--- src/rtl/muldiv_unit.sv ---
// muldiv_unit: iterative MULT/MULTU/DIV/DIVU unit with HI/LO registers and direct HI/LO writes.
// Latency: done WIDTH+2 cycles after the start cycle, or 2 cycles for divide-by-zero.
// Backpressure: start and hi_write/lo_write are ignored while busy; nothing is queued. Optional abort port via MULDIV_ABORT_EN.
module muldiv_unit #(
  parameter int WIDTH = 32
) (
  input  logic             clk,
  input  logic             reset,
  input  logic             start,
  input  logic [1:0]       op,
  input  logic [WIDTH-1:0] a,
  input  logic [WIDTH-1:0] b,
  input  logic             hi_write,
  input  logic             lo_write,
  input  logic [WIDTH-1:0] wdata,
`ifdef MULDIV_ABORT_EN
  input  logic             abort,
`endif
  output logic             busy,
  output logic             done,
  output logic             div_by_zero,
  output logic [WIDTH-1:0] hi,
  output logic [WIDTH-1:0] lo
);

  localparam int CW = $clog2(WIDTH + 1);

  typedef enum logic [1:0] {IDLE, RUN, FINISH} state_t;

  state_t             state, state_nxt;
  logic [CW-1:0]      cnt;
  logic [1:0]         op_r;
  logic               neg_res;   // quotient/product sign flip
  logic               neg_rem;   // remainder follows dividend sign
  logic               dz;
  logic [WIDTH-1:0]   mcand;     // multiplicand or divisor magnitude
  logic [2*WIDTH-1:0] prod;      // {acc/remainder, multiplier/quotient}
  logic               abort_req;

`ifdef MULDIV_ABORT_EN
  assign abort_req = abort;
`else
  assign abort_req = 1'b0;
`endif

  // Operand sign handling at start: magnitudes go into the datapath, signs are remembered
  logic             is_signed, a_neg, b_neg, start_dz;
  logic [WIDTH-1:0] a_mag, b_mag;
  assign is_signed = ~op[0];
  assign a_neg     = is_signed & a[WIDTH-1];
  assign b_neg     = is_signed & b[WIDTH-1];
  assign a_mag     = a_neg ? -a : a;
  assign b_mag     = b_neg ? -b : b;
  assign start_dz  = op[1] && (b == '0);

  assign busy = (state != IDLE);

  // Next-state logic: zero-divisor divides skip RUN entirely
  always_comb begin
    state_nxt = state;
    case (state)
      IDLE:    if (start) state_nxt = start_dz ? FINISH : RUN;
      RUN: begin
        if (abort_req)              state_nxt = IDLE;
        else if (cnt == CW'(1))     state_nxt = FINISH;
      end
      FINISH:  state_nxt = IDLE;
      default: state_nxt = IDLE;
    endcase
  end

  // State register
  always_ff @(posedge clk or posedge reset) begin
    if (reset) state <= IDLE;
    else       state <= state_nxt;
  end

  // One iteration: shift-add for multiply, restoring subtract for divide
  logic [WIDTH:0]     mul_sum, div_shift, div_diff;
  logic [2*WIDTH-1:0] step_nxt;
  always_comb begin
    mul_sum   = {1'b0, prod[2*WIDTH-1:WIDTH]} + (prod[0] ? {1'b0, mcand} : '0);
    div_shift = {prod[2*WIDTH-1:WIDTH], prod[WIDTH-1]};
    div_diff  = div_shift - {1'b0, mcand};
    if (!op_r[1])          step_nxt = {mul_sum, prod[WIDTH-1:1]};
    else if (div_diff[WIDTH]) step_nxt = {prod[2*WIDTH-2:0], 1'b0};
    else                   step_nxt = {div_diff[WIDTH-1:0], prod[WIDTH-2:0], 1'b1};
  end

  // Final sign correction applied when writing HI/LO
  logic [WIDTH-1:0]   res_hi, res_lo;
  logic [2*WIDTH-1:0] prod_neg;
  always_comb begin
    prod_neg = -prod;
    if (op_r[1]) begin
      res_lo = neg_res ? -prod[WIDTH-1:0] : prod[WIDTH-1:0];
      res_hi = neg_rem ? -prod[2*WIDTH-1:WIDTH] : prod[2*WIDTH-1:WIDTH];
    end else begin
      {res_hi, res_lo} = neg_res ? prod_neg : prod;
    end
  end

  // Datapath, HI/LO and completion pulses; done/hi/lo become visible together after FINISH
  always_ff @(posedge clk or posedge reset) begin
    if (reset) begin
      cnt         <= '0;
      op_r        <= '0;
      neg_res     <= 1'b0;
      neg_rem     <= 1'b0;
      dz          <= 1'b0;
      mcand       <= '0;
      prod        <= '0;
      hi          <= '0;
      lo          <= '0;
      done        <= 1'b0;
      div_by_zero <= 1'b0;
    end else begin
      done        <= 1'b0;
      div_by_zero <= 1'b0;
      case (state)
        IDLE: begin
          if (start) begin
            op_r    <= op;
            neg_res <= a_neg ^ b_neg;
            neg_rem <= a_neg;
            dz      <= start_dz;
            mcand   <= b_mag;
            prod    <= {{WIDTH{1'b0}}, a_mag};
            cnt     <= CW'(WIDTH);
          end else begin
            if (hi_write) hi <= wdata;
            if (lo_write) lo <= wdata;
          end
        end
        RUN: begin
          if (!abort_req) begin
            prod <= step_nxt;
            cnt  <= cnt - CW'(1);
          end
        end
        FINISH: begin
          if (!abort_req) begin
            done        <= 1'b1;
            div_by_zero <= dz;
            if (!dz) begin
              hi <= res_hi;
              lo <= res_lo;
            end
          end
        end
        default: ;
      endcase
    end
  end

endmodule

--- config.mk ---
export PLATFORM = sky130hd
export DESIGN_NAME = muldiv_unit
export DESIGN_NICKNAME = d
export VERILOG_FILES = /design/src/rtl/muldiv_unit.sv
export SDC_FILE = /design/constraint.sdc
export NUM_CORES = 1
export LEC_CHECK = 0
export CAP_MARGIN = 20
export CORE_ASPECT_RATIO = 0.7
export CORE_MARGIN = 5
export CORE_UTILIZATION = 45
export CTS_BUF_LIST = sky130_fd_sc_hd__clkbuf_4
export CTS_CLUSTER_SIZE = 8
export DETAILED_ROUTE_END_ITERATION = 7
export PLACE_DENSITY = 0.71
export SKIP_CTS_REPAIR_TIMING = 1
export SYNTH_ARGS = -nofsm -noshare
export SYNTH_HDL_FRONTEND = slang
export SYNTH_SLANG_ARGS = --single-unit
--- constraint.sdc ---
create_clock -name clk -period 16.35 [get_ports clk]
set_input_delay 3.27 -clock clk [delete_from_list [all_inputs] [get_ports clk]]
set_output_delay 3.27 -clock clk [all_outputs]
set_load 0.03 [all_outputs]
==> qor.yml <==
logic_synthesis:
  synth_mux_area_frac: 0.0286
  ys_types: 81
  synth_top_family_by_area: "compound AO/OA/AOI/OAI gates"
  syn-instance-count: 1840
  syn_nets: 2015
  synth_edf_count: 0
  yosysWarnings: 0
  synth_ff_type: "dfrtp_1"
  synth-xor-area-share: 0.102
  ys_seq_elements: 174
  synthArstFlopShare: 1.00
  synth_fa_ha_area_frac: 0.0638
  synth_compound_area_frac: 0.260
  synth_area_sq_um: 14400
  synth-simple-area-share: 0.195
  synth.yosys.seq_area_share: 0.303
  avgSynthCellArea_sq_um: 7.81
cts:
  cts_max_level: 4
  cts_buffers: 17
  ctsRootBufferMaster: "clkbuf_4"
  cts.sinks: 174
  clockBufferDepth: 2
  clkTransAtPathRegs_ns: 0.15
  clkLatencyLatePin_ns: 0.66
  cts_tree: "yes"
final_layout:
  layout-drive-gt1-share: 0.0412
  fin_nets: 2104
  fillers: 3037
  syn2layout_area_growth_pct: 15.5
  utilization: 0.529
  seq_area_sq_um: 4360
  multiInputGateArea_sq_um: 9350
grt:
  globalRouteTotalUtil: 0.266
  grt-ovfl-total: 0
  grt_max_degree: 74
  grt_pass1_wl_mm: 76.4
  grt_pass1_vias: 13200
  antenna_found_initial: 1
power_and_ir_drop:
  power.leakage_nw: 6.82
  power_switching_mw: 2.11
  power_frac_seq: 0.240
  power_mw: 3.89
  switching_share: 0.543
  p_clk_frac: 0.069
  pwr-share-comb: 0.690
  p_int_mw: 1.78
  powerDensity_nw_per_um2: 235
  irDropWorstVdd_uv: 155
critical_path:
  worstSetupStartpointType: "primary input"
  crit_required_ns: 16.86
  end_kind: "flip-flop"
  cp_max_fo: 5
  timing_worst_setup_path_type: "primary input to flip-flop"
  worstPathArrival_ns: 6.49
timing:
  worst_pin_slew_ns: 1.08
  relSlewSlack: 0.282
  hold_viol_final: 0
  setup_slack_ns: 10.37
  worst_hold_slack_ns: 0.488
  fin_crit_ns: 5.98
  tns_ns: 0
  final.period_utilization: 0.366
  fmax_mhz: 167
  rsz0062_at_grt: "no"
  finalClockSkew_ns: 0.0338
  setup_viol: 0
  drv_slew: 0
placed_design:
  finalWeightedCongestion: 0.962
  io_buffers: 169
  dp_worst_setup_slack_ns: 9.75
  dp_hpwl_mm: 37.7
drt:
  dr.pass1.iters: 5
  wl_per_cell_um: 20.8
  ant_nets: 0
  drtIter0Drc: 1643
  drt-vias-per-instance: 6.09
  vias: 14400
  drc: 0
  wirelength_mm: 49.1
floorplan:
  dieArea_sq_um: 35600
  die_height_um: 159
  ios: 170
  start_util: 0.458
  die_w_um: 224
  core_area_sq_um: 31400
  fp-row-count: 54
job:
  drv_cap: 0
run_status:
  status: "finished, final reports clean"
worst_hold_path:
  hold_class: "flip-flop to flip-flop"
[logic make-up after synthesis]
kind of cell | Yosys count
adders and majority gates | 72
DFF | 174
xor gates and xnor gates | 167
buffers and inverters | 174
and+or+nand+nor | 601
muxes | 41
AOI/OAI and AO/OA | 611
[critical path, stage by stage]
cell and delay, ns:
clkdlybuf4s50_1 0.48, or4_1 0.61, nor3_1 0.33, nand2b_1 0.18, nor4_2 0.40, nand3_1 0.21, nor4_1 0.55, a21oi_1 0.19
xnor2_1 0.17, o21ai_0 0.08
[cells in the final DEF, fill, tap and decap left out, drive strengths merged, types with 35 or more instances in the layout]
| cell type | n |
|---|---|
| xnor2 | 96 |
| mux2i | 41 |
| a21oi | 174 |
| nor2 | 170 |
| nor3 | 40 |
| ha | 70 |
| o21ai | 204 |
| xor2 | 71 |
| inv | 65 |
| dfrtp | 174 |
| nand2 | 209 |
| clkdlybuf4s50 | 169 |
| o31ai | 35 |
[sequential cells by signal, indices dropped and copies added (netlist names)]
name	flops
prod	64
hi	32
lo	32
mcand	32
cnt	6
state	2
div_by_zero	1
done	1
dz	1
neg_rem	1
neg_res	1
op_r	1
[metrics by stage]
step | cells | instance area [sq um]
finish | 2362 | 16600
global placement | 2327 | 16200
floorplan | 1840 | 14400
detailed placement | 2329 | 16300
CTS | 2360 | 16600
global route | 2362 | 16600
[synthesized netlist by cell type, drive strengths merged (3+ instances only)]
master | number | area share
a2111oi | 4 | 0.0024
a211o | 4 | 0.0024
a211oi | 17 | 0.0089
a21boi | 4 | 0.0021
a21o | 18 | 0.0094
a21oi | 174 | 0.061
a221oi | 7 | 0.0043
a22o | 3 | 0.0018
a22oi | 16 | 0.0084
a31o | 4 | 0.0024
a31oi | 19 | 0.0083
a41oi | 5 | 0.0030
and2 | 18 | 0.0080
and3 | 21 | 0.0091
buf | 14 | 0.0049
clkbuf | 100 | 0.026
dfrtp | 174 | 0.30
ha | 70 | 0.061
inv | 60 | 0.016
mux2i | 41 | 0.029
nand2 | 209 | 0.055
nand2b | 20 | 0.0087
nand3 | 26 | 0.0091
nand4 | 18 | 0.0078
nor2 | 170 | 0.045
nor2b | 15 | 0.0065
nor3 | 40 | 0.014
nor4 | 16 | 0.0078
nor4b | 3 | 0.0023
o211a | 3 | 0.0021
o211ai | 26 | 0.014
o21a | 9 | 0.0047
o21ai | 204 | 0.071
o21bai | 7 | 0.0037
o221ai | 4 | 0.0024
o22ai | 10 | 0.0044
o31ai | 35 | 0.018
o41ai | 13 | 0.0084
or2 | 6 | 0.0028
or3 | 19 | 0.0088
or4 | 14 | 0.0076
xnor2 | 96 | 0.059
xor2 | 71 | 0.043
[final timing paths]
kind,start,end,slack (ns),depth (start not counted)
max,b[6],mcand[29],10.37,10
min,cnt[5],cnt[5],0.49,1
max reg2reg,prod[31],prod[62],11.90,13
min reg2reg,cnt[5],cnt[5],0.49,1
max in group asynchronous,reset,prod[21],12.04,3
min in group asynchronous,reset,prod[38],2.99,2
[power by group through the flow]
stage	Clock, mW	Sequential [mW]	Combinational, mW
2_1_floorplan	0	0.961	1.78
3_3_place_gp	0	0.924	2.58
3_5_place_dp	0	0.934	2.62
4_1_cts	0.275	0.923	2.63
5_1_grt	0.289	0.959	2.94
6_report	0.271	0.936	2.69
[final cells by class]
cell class,count,share of cell area
Timing Repair Buffer,184,0.110
Clock inverter,14,0.00973
Antenna cell,1,0.000151
Clock buffer,17,0.00770
Tap cell,420,0.0317
Inverter,60,0.0139
Multi-Input combinational cell,1492,0.564
Sequential cell,174,0.263
[per-layer routing]
metal,GRT usage,vias to the layer above,share of wire
met4,0.0520,0,0.011
li1,-,6798,-
met1,0.426,6888,0.49
met3,0.0522,34,0.092
met5,0,-,0
met2,0.370,657,0.41
No activity file was read; power rests on OpenSTA's default activity.
